==> src/rtl/moore_det_pkg.sv <==
// Shared helpers for the Moore pattern detector: state width and the
// elaboration-time KMP next-state function. Counter option: MOORE_DET_CNT_EN.
package moore_det_pkg;

  localparam int MAX_LEN = 16;

  function automatic int state_w(int len);
    return $clog2(len + 1);
  endfunction

  // Longest pattern prefix that is a suffix of (first k pattern bits, b).
  function automatic int next_prefix(
    logic [MAX_LEN-1:0] pattern,
    int                 len,
    int                 k,
    logic               b,
    bit                 overlap
  );
    logic [MAX_LEN:0] seq;
    int               res;
    int               n;
    bit               ok;
    res = 0;
    seq = '0;
    if (k >= len && !overlap) begin
      res = (b == pattern[len-1]) ? 1 : 0;
    end else begin
      for (int i = 0; i < k; i++) seq[i] = pattern[len-1-i];
      seq[k] = b;
      n = (k + 1 > len) ? len : k + 1;
      for (int j = 1; j <= n; j++) begin
        ok = 1'b1;
        for (int m = 0; m < j; m++)
          if (seq[k+1-j+m] != pattern[len-1-m]) ok = 1'b0;
        if (ok) res = j;
      end
    end
    return res;
  endfunction

endpackage

==> src/rtl/moore_det_if.sv <==
// Serial-input bundle of the Moore detector.
// match_cnt exists only when MOORE_DET_CNT_EN is defined.
interface moore_det_if #(
  parameter int SW = 3
`ifdef MOORE_DET_CNT_EN
  , parameter int CNT_W = 8
`endif
);
  logic          clr;
  logic          in_valid;
  logic          in;
  logic          out;
  logic [SW-1:0] state;
`ifdef MOORE_DET_CNT_EN
  logic [CNT_W-1:0] match_cnt;

  modport master (
    output clr, in_valid, in,
    input  out, state, match_cnt
  );
  modport slave (
    input  clr, in_valid, in,
    output out, state, match_cnt
  );
`else
  modport master (
    output clr, in_valid, in,
    input  out, state
  );
  modport slave (
    input  clr, in_valid, in,
    output out, state
  );
`endif
endinterface

==> src/rtl/sat_counter.sv <==
// Saturating up-counter with synchronous clear; holds at all-ones.
module sat_counter #(
  parameter int W = 8
) (
  input  logic         clk,
  input  logic         rst_n,
  input  logic         clr,
  input  logic         inc,
  output logic [W-1:0] q
);
  logic [W-1:0] q_q, q_d;

  always_comb begin
    q_d = q_q;
    if (clr) q_d = '0;
    else if (inc && (q_q != '1)) q_d = q_q + W'(1);
  end

  always_ff @(posedge clk or negedge rst_n)
    if (!rst_n) q_q <= '0;
    else        q_q <= q_d;

  assign q = q_q;
endmodule

==> src/rtl/moore_seq_det.sv <==
// Parametrised Moore serial pattern detector with KMP transition table.
// Optional saturating match counter enabled by MOORE_DET_CNT_EN.
module moore_seq_det
  import moore_det_pkg::*;
#(
  parameter int               PAT_LEN = 4,
  parameter logic [PAT_LEN-1:0] PATTERN = 4'b1011,
  parameter int               OVERLAP = 1,
  parameter int               CNT_W   = 8
) (
  input logic        clk,
  input logic        rst_n,
  moore_det_if.slave bus
);
  localparam int SW = state_w(PAT_LEN);
  localparam int NS = 1 << SW;

  logic [SW-1:0] tab0 [NS];
  logic [SW-1:0] tab1 [NS];
  logic [SW-1:0] state_q, state_d;

  if (PAT_LEN < 2 || PAT_LEN > MAX_LEN || CNT_W < 1) begin : g_bad_cfg
    $error("moore_seq_det: parameter out of range");
  end

  // Unreachable codes above PAT_LEN fall back to the empty state.
  for (genvar k = 0; k < NS; k++) begin : g_tab
    if (k <= PAT_LEN) begin : g_live
      localparam int N0 = next_prefix(MAX_LEN'(PATTERN), PAT_LEN, k,
                                      1'b0, OVERLAP != 0);
      localparam int N1 = next_prefix(MAX_LEN'(PATTERN), PAT_LEN, k,
                                      1'b1, OVERLAP != 0);
      assign tab0[k] = SW'(N0);
      assign tab1[k] = SW'(N1);
    end else begin : g_dead
      assign tab0[k] = '0;
      assign tab1[k] = '0;
    end
  end

  always_comb begin
    state_d = state_q;
    if (bus.clr)           state_d = '0;
    else if (bus.in_valid) state_d = bus.in ? tab1[state_q] : tab0[state_q];
  end

  always_ff @(posedge clk or negedge rst_n)
    if (!rst_n) state_q <= '0;
    else        state_q <= state_d;

  assign bus.state = state_q;
  assign bus.out   = (state_q == SW'(PAT_LEN));

`ifdef MOORE_DET_CNT_EN
  logic hit;
  assign hit = bus.in_valid && !bus.clr && (state_d == SW'(PAT_LEN));

  sat_counter #(.W(CNT_W)) u_cnt (
    .clk   (clk),
    .rst_n (rst_n),
    .clr   (bus.clr),
    .inc   (hit),
    .q     (bus.match_cnt)
  );
`endif
endmodule

==> src/flat_wrapper.sv <==
// flat-port wrapper written by rule: the top's interface ports become plain ports
module moore_seq_det_flat import moore_det_pkg::*;
#(
  parameter int               PAT_LEN = 4,
  parameter logic [PAT_LEN-1:0] PATTERN = 4'b1011,
  parameter int               OVERLAP = 1,
  parameter int               CNT_W   = 8
)
  (clk, rst_n, bus_clr, bus_in_valid, bus_in, bus_out, bus_state);
  moore_det_if #(.SW(3)) bus_i ();
  input logic clk;
  input logic rst_n;
  input wire logic [$bits(bus_i.clr)-1:0] bus_clr;
  input wire logic [$bits(bus_i.in_valid)-1:0] bus_in_valid;
  input wire logic [$bits(bus_i.in)-1:0] bus_in;
  output wire logic [$bits(bus_i.out)-1:0] bus_out;
  output wire logic [$bits(bus_i.state)-1:0] bus_state;
  assign bus_i.clr = bus_clr;
  assign bus_i.in_valid = bus_in_valid;
  assign bus_i.in = bus_in;
  assign bus_out = bus_i.out;
  assign bus_state = bus_i.state;
  moore_seq_det #(.PAT_LEN(PAT_LEN), .PATTERN(PATTERN), .OVERLAP(OVERLAP), .CNT_W(CNT_W)) u_core (.clk(clk), .rst_n(rst_n), .bus(bus_i));
endmodule
==> config.mk <==
export PLATFORM = sky130hd
export DESIGN_NAME = moore_seq_det_flat
export DESIGN_NICKNAME = d
export VERILOG_FILES = /design/src/rtl/moore_det_pkg.sv /design/src/rtl/moore_det_if.sv /design/src/rtl/sat_counter.sv /design/src/rtl/moore_seq_det.sv /design/src/flat_wrapper.sv
export SDC_FILE = /design/constraint.sdc
export NUM_CORES = 1
export LEC_CHECK = 0
export CELL_PAD_IN_SITES_DETAIL_PLACEMENT = 1
export CELL_PAD_IN_SITES_GLOBAL_PLACEMENT = 1
export CORE_AREA = 2 2 39 41
export DETAILED_ROUTE_END_ITERATION = 6
export DIE_AREA = 0 0 41 43
export PLACE_DENSITY = 0.43
export SLEW_MARGIN = 20
export SYNTH_ARGS = -nofsm -noshare
export SYNTH_HDL_FRONTEND = slang
export SYNTH_SLANG_ARGS = --single-unit
==> constraint.sdc <==
create_clock -name clk -period 1.3 [get_ports clk]
set_input_delay 0.195 -clock clk [delete_from_list [all_inputs] [get_ports clk]]
set_output_delay 0.195 -clock clk [all_outputs]
set_load 0.005 [all_outputs]
# After elaboration in Yosys (flattened, before gate mapping)
# Memories as Yosys holds them, arrays and structs flattened.
# Cells that the tools add are included.
# Widths: inputs -> output; s select.
[word_totals]
mem_count = 2
rom_bits = 48
regBits = 3
input_bits = 5
out_inout_bits = 4
word_cells = 14
[memory_table]
columns = ["memory", "words", "word_bits", "read_ports", "rd_ports_with_merged_regs", "wr", "line", "rtl"]
rows = [
  ["(no name shown)", 8, 3, 1, 0, 0, "moore_seq_det.sv:44", "else if (bus.in_valid) state_d = bus.in ? tab1[state_q] : tab0[state_q];"],
  ["(no name shown)", 8, 3, 1, 0, 0, "moore_seq_det.sv:44", ""],
]
[classes]
n_eq_ne = 1
n_lt_le_gt_ge = 1
n_bitwise = 1
muxes = 7
reduce_logical = 1
[op_table]
columns = ["cell", "count"]
rows = [
  ["$mux 3", 7],
  ["$ge 4x4->1 const B", 1],
  ["$not 3->4", 1],
  ["$eq 3x3->1 const B", 1],
  ["$reduce_bool 2->1", 1],
]

# Logic depth before layout (Yosys ltp)
[depth]
word_depth = 7
depth_mapped = 3
mapped_depth_nobuf = 3

# Worst setup path after synthesis
# Ideal clock, no wire load.
[synth_timing]
path_kind = "register -> register"
startpoint = "reg u_core.state_q[1] (netlist: u_core.bus.state[1])"
endpoint = "reg u_core.state_q[0] (netlist: u_core.bus.state[0])"
n_path_buf = 0
slack_ns = 0.186
arrival_time_ns = 1.015
synth_period_minus_slack_ns = 1.114
required_ns = 1.201
stages_incl_launch_ff = 3
setup_ns = 0.099
path_cell_list = "dfrtp_1 -> or3b_1 -> a311oi_1"
[synth_via]
elab_chain_len = 7
word_cells_on_any_way = 10
cone_classes = "mux: 7; bitwise: 1; memory: 2"
[synth_rtl]
columns = ["element", "line", "rtl"]
rows = [
  ["start: declaration", "moore_seq_det.sv:20", "logic [SW-1:0] state_q, state_d;"],
  ["start signal: assignment", "moore_seq_det.sv:49", "else state_q <= state_d;"],
  ["$not 3->4 (not written as such) (*)", "moore_seq_det.sv:44", ""],
  ["$mem_v2 8x3", "-", ""],
  ["$mux 3 (not written as such) (2 in a row)", "moore_seq_det.sv:44", ""],
  ["$mux 3 (*) (2 in a row)", "moore_seq_det.sv:44", ""],
  ["$mux 3 (*)", "moore_seq_det.sv:43", "if (bus.clr) state_d = '0;"],
]
# Every way passes the cells marked *; elsewhere a longest branch is shown, timed or not. The select of a mux whose other input is x is not followed.
# A chain may end at the register's enable or synchronous reset.

# Worst setup path after layout
[layout_timing]
startpoint = "reg u_core.state_q[2] (netlist: u_core.bus.state[2])"
endpoint = "reg u_core.state_q[0] (netlist: u_core.bus.state[0])"
# Same word-level chain as after synthesis.

==> load_flow_metrics.sql <==
INSERT INTO impl_metrics (metric_group, metric, value, unit) VALUES
('sta', 'final.min_clock_period', '1230', 'ps'),
('worst_hold_path', 'timing.hold.worst.class', 'in -> async', ''),
('place', 'place_area', '323', 'um2'),
('worst_setup_path', 'cp_data_required_time', '1440', 'ps'),
('sta', 'timing.max_slew.rel_slack', '86.7', '%'),
('worst_setup_path', 'critPathCaptureType', 'register', ''),
('grt', 'track_usage', '8.20', '%'),
('drt', 'dr_total_vias', '216', ''),
('synthesis', 'ys.warnings.count', '0', ''),
('worst_setup_path', 'crit_arrival', '1370', 'ps'),
('synthesis', 'synth.yosys.seq_area_share', '42.3', '%'),
('final_layout', 'fill_cells', '167', ''),
('synthesis', 'netlist_top_cells_area', 'dfrtp_1 (42%), a31oi_1 (7.0%), and4bb_2 (7.0%)', ''),
('outcome', 'status', 'finished, final reports clean', ''),
('drt', 'detailedRoute.firstIterationViolations', '2', ''),
('cts', 'clock-root-buffer', 'clkbuf_4', ''),
('cts', 'numClockSinks', '3', ''),
('worst_setup_path', 'critical_path_depth', '3', ''),
('synthesis', 'netlist_instances', '18', ''),
('worst_setup_path', 'worstPathCellList', 'buf_6 -> or3b_1 -> a311oi_1', ''),
('place', 'dpl.hpwl', '436', 'um'),
('power', 'power.leakage', '0.168', 'nW'),
('synthesis', 'dominant_synthesized_flop_cell', 'dfrtp_1', ''),
('synthesis', 'yosys.cell_types.count', '14', ''),
('final_layout', 'area_growth', '97.9', '%'),
('sta', 'hold_violations_final', '0', ''),
('worst_setup_path', 'worst-path-buf-inv', '1', ''),
('grt', 'grt-ovfl-total', '0', ''),
('drt', 'final_antenna_net_count', '0', ''),
('cts', 'numCtsBuffers', '3', ''),
('final_layout', 'final_design_area_no_fill', '352', 'um2'),
('sta', 'slew_violations', '0', ''),
('synthesis', 'post-synth-top-count-cell', 'dfrtp_1', ''),
('place', 'place.gp.congestion', '0.620', ''),
('worst_setup_path', 'startpoint', 'u_core.bus.state[2]', ''),
('final_layout', 'layoutNonFillerInstCount', '53', ''),
('synthesis', 'post_synth_instance_area', '178', 'um2'),
('grt', 'antenna_violations_before_repair', '0', ''),
('sta', 'min_period_over_period', '94.8', '%'),
('drt', 'final_wl', '546', 'um'),
('synthesis', 'postSynthAreaPerCell', '9.87', 'um2'),
('sta', 'rsz0062_at_grt', 'false', ''),
('synthesis', 'synthTopCellsByCount', 'dfrtp_1 (3), a21oi_1 (2), a31oi_1 (2)', ''),
('synthesis', 'postSynthNetCount', '23', ''),
('sta', 'setup_viol', '0', ''),
('place', 'dpl.cell_count', '48', ''),
('die', 'die_x', '41', 'um'),
('drt', 'routedWlPerCell', '10.3', 'um'),
('die', 'area_of_the_die', '0.00176', 'mm2'),
('sta', 'tightestPinTransition', '199', 'ps'),
('die', 'initial_standard_cell_utilization_of_the_core', '12.8', '%'),
('worst_setup_path', 'timing.setup.critical_path_class', 'reg -> reg', ''),
('synthesis', 'synth-edff-count', '0', ''),
('power', 'power_per_cell_area', '896', 'mW/mm2'),
('synthesis', 'synthSimpleGateAreaFrac', '35.9', '%'),
('cts', 'cts_tree', 'done', ''),
('cts', 'clock_input_transition_at_the_sequential_cells_of_the_worst_setup_and_hold_paths', '40', 'ps'),
('synthesis', 'synth_fa_ha_area_share', '0', '%'),
('drt', 'drt_pre_antenna_iters', '2', ''),
('final_layout', 'n_antenna_cell', '0', ''),
('worst_setup_path', 'r2r_cells', '3', ''),
('cts', 'clkLatencyLatePin', '240', 'ps'),
('worst_setup_path', 'r2r_endpoint', 'u_core.bus.state[0]', ''),
('synthesis', 'largest_family_of_logic_cells_by_synthesized_area', 'simple AND/OR/NAND/NOR gates', ''),
('worst_setup_path', 'worstReg2RegStart', 'u_core.bus.state[2]', ''),
('synthesis', 'yosysTopAreaCell', 'dfrtp_1', ''),
('worst_setup_path', 'r2r_slack', '70', 'ps'),
('grt', 'grt_pass1_vias', '221', ''),
('cts', 'cts-htree-levels', '1', ''),
('power', 'ir_drop', '221', 'uV'),
('grt', 'grt_first_pass_wirelength', '869', 'um');
==> cell type report <==
type                            count  area (um2)  share of cell area, %
Timing Repair Buffer               15         128                   36.3
Multi-Input combinational cell     15         103                   29.2
Sequential cell                     3        75.1                   21.4
Clock buffer                        4        26.3                   7.47
Tap cell                           16        20.0                   5.69
==> worst min-delay path by stage <==
| stage | start | endpoint | slack, ps | cells past startpoint |
|---|---|---|---|---|
| after floorplan | rst_n | u_core.bus.state[0] | -100 | 0 |
| after global placement | rst_n | u_core.bus.state[1] | 390 | 1 |
| after detailed placement | rst_n | u_core.bus.state[0] | 390 | 1 |
| after CTS | rst_n | u_core.bus.state[2] | 140 | 1 |
| after global routing | rst_n | u_core.bus.state[2] | 140 | 1 |
| final | rst_n | u_core.bus.state[2] | 140 | 1 |
==> where the power goes <==
part | total (mW) | internal [mW] | switching [mW]
Clock | 0.167 | 0.115 | 0.0521
Sequential | 0.0993 | 0.0972 | 0.00212
Combinational | 0.0483 | 0.0304 | 0.0180
==> per-layer routing <==
| metal | track usage (%) | share of wire, % | wire, um |
|---|---|---|---|
| met4 | 10.0 | 5.3 | 29 |
| met1 | 6.98 | 38 | 208 |
| met2 | 11.9 | 45 | 245 |
| met5 | 0 | 0 | 0 |
| met3 | 3.66 | 11 | 61 |
==> cells in the final DEF, fill, tap and decap left out, drive strengths merged <==
cell           Yosys  layout
a311oi             1       1
a31oi              2       2
nor3b              1       1
or3b               1       1
o21bai             1       1
nand2b             1       1
a21oi              2       2
nand2              1       1
nor2b              1       1
dlygate4sd2        0       3
dfrtp              3       3
nand3              1       1
clkbuf             0       4
and4bb             1       1
clkdlybuf4s50      0       4
and3b              1       1
nor2               1       1
buf                0       8
==> cell families after synthesis <==
group / after synthesis
compound gates: 6
flops: 3
simple gates: 9
==> stage by stage <==
step	setup TNS [ps]	hold slack, ps	total power [mW]
2_1_floorplan	0	-101	0.113
3_3_place_gp	-146	390	0.151
3_5_place_dp	-125	387	0.151
4_1_cts	-0.497	139	0.319
5_1_grt	0	139	0.328
6_report	0	138	0.315
==> what timing repair did <==
action,in CTS,in global routing
gates resized for setup,8,0
setup buffers,2,0
endpoints found under the setup margin,4,1
pin swaps,1,2
==> worst register-to-register path, stage by stage, from the launching register on <==
cell and delay [ps]:
dfrtp_1 380, buf_6 130, or3b_1 370, a311oi_1 250
No activity file was read; power rests on OpenSTA's default activity.
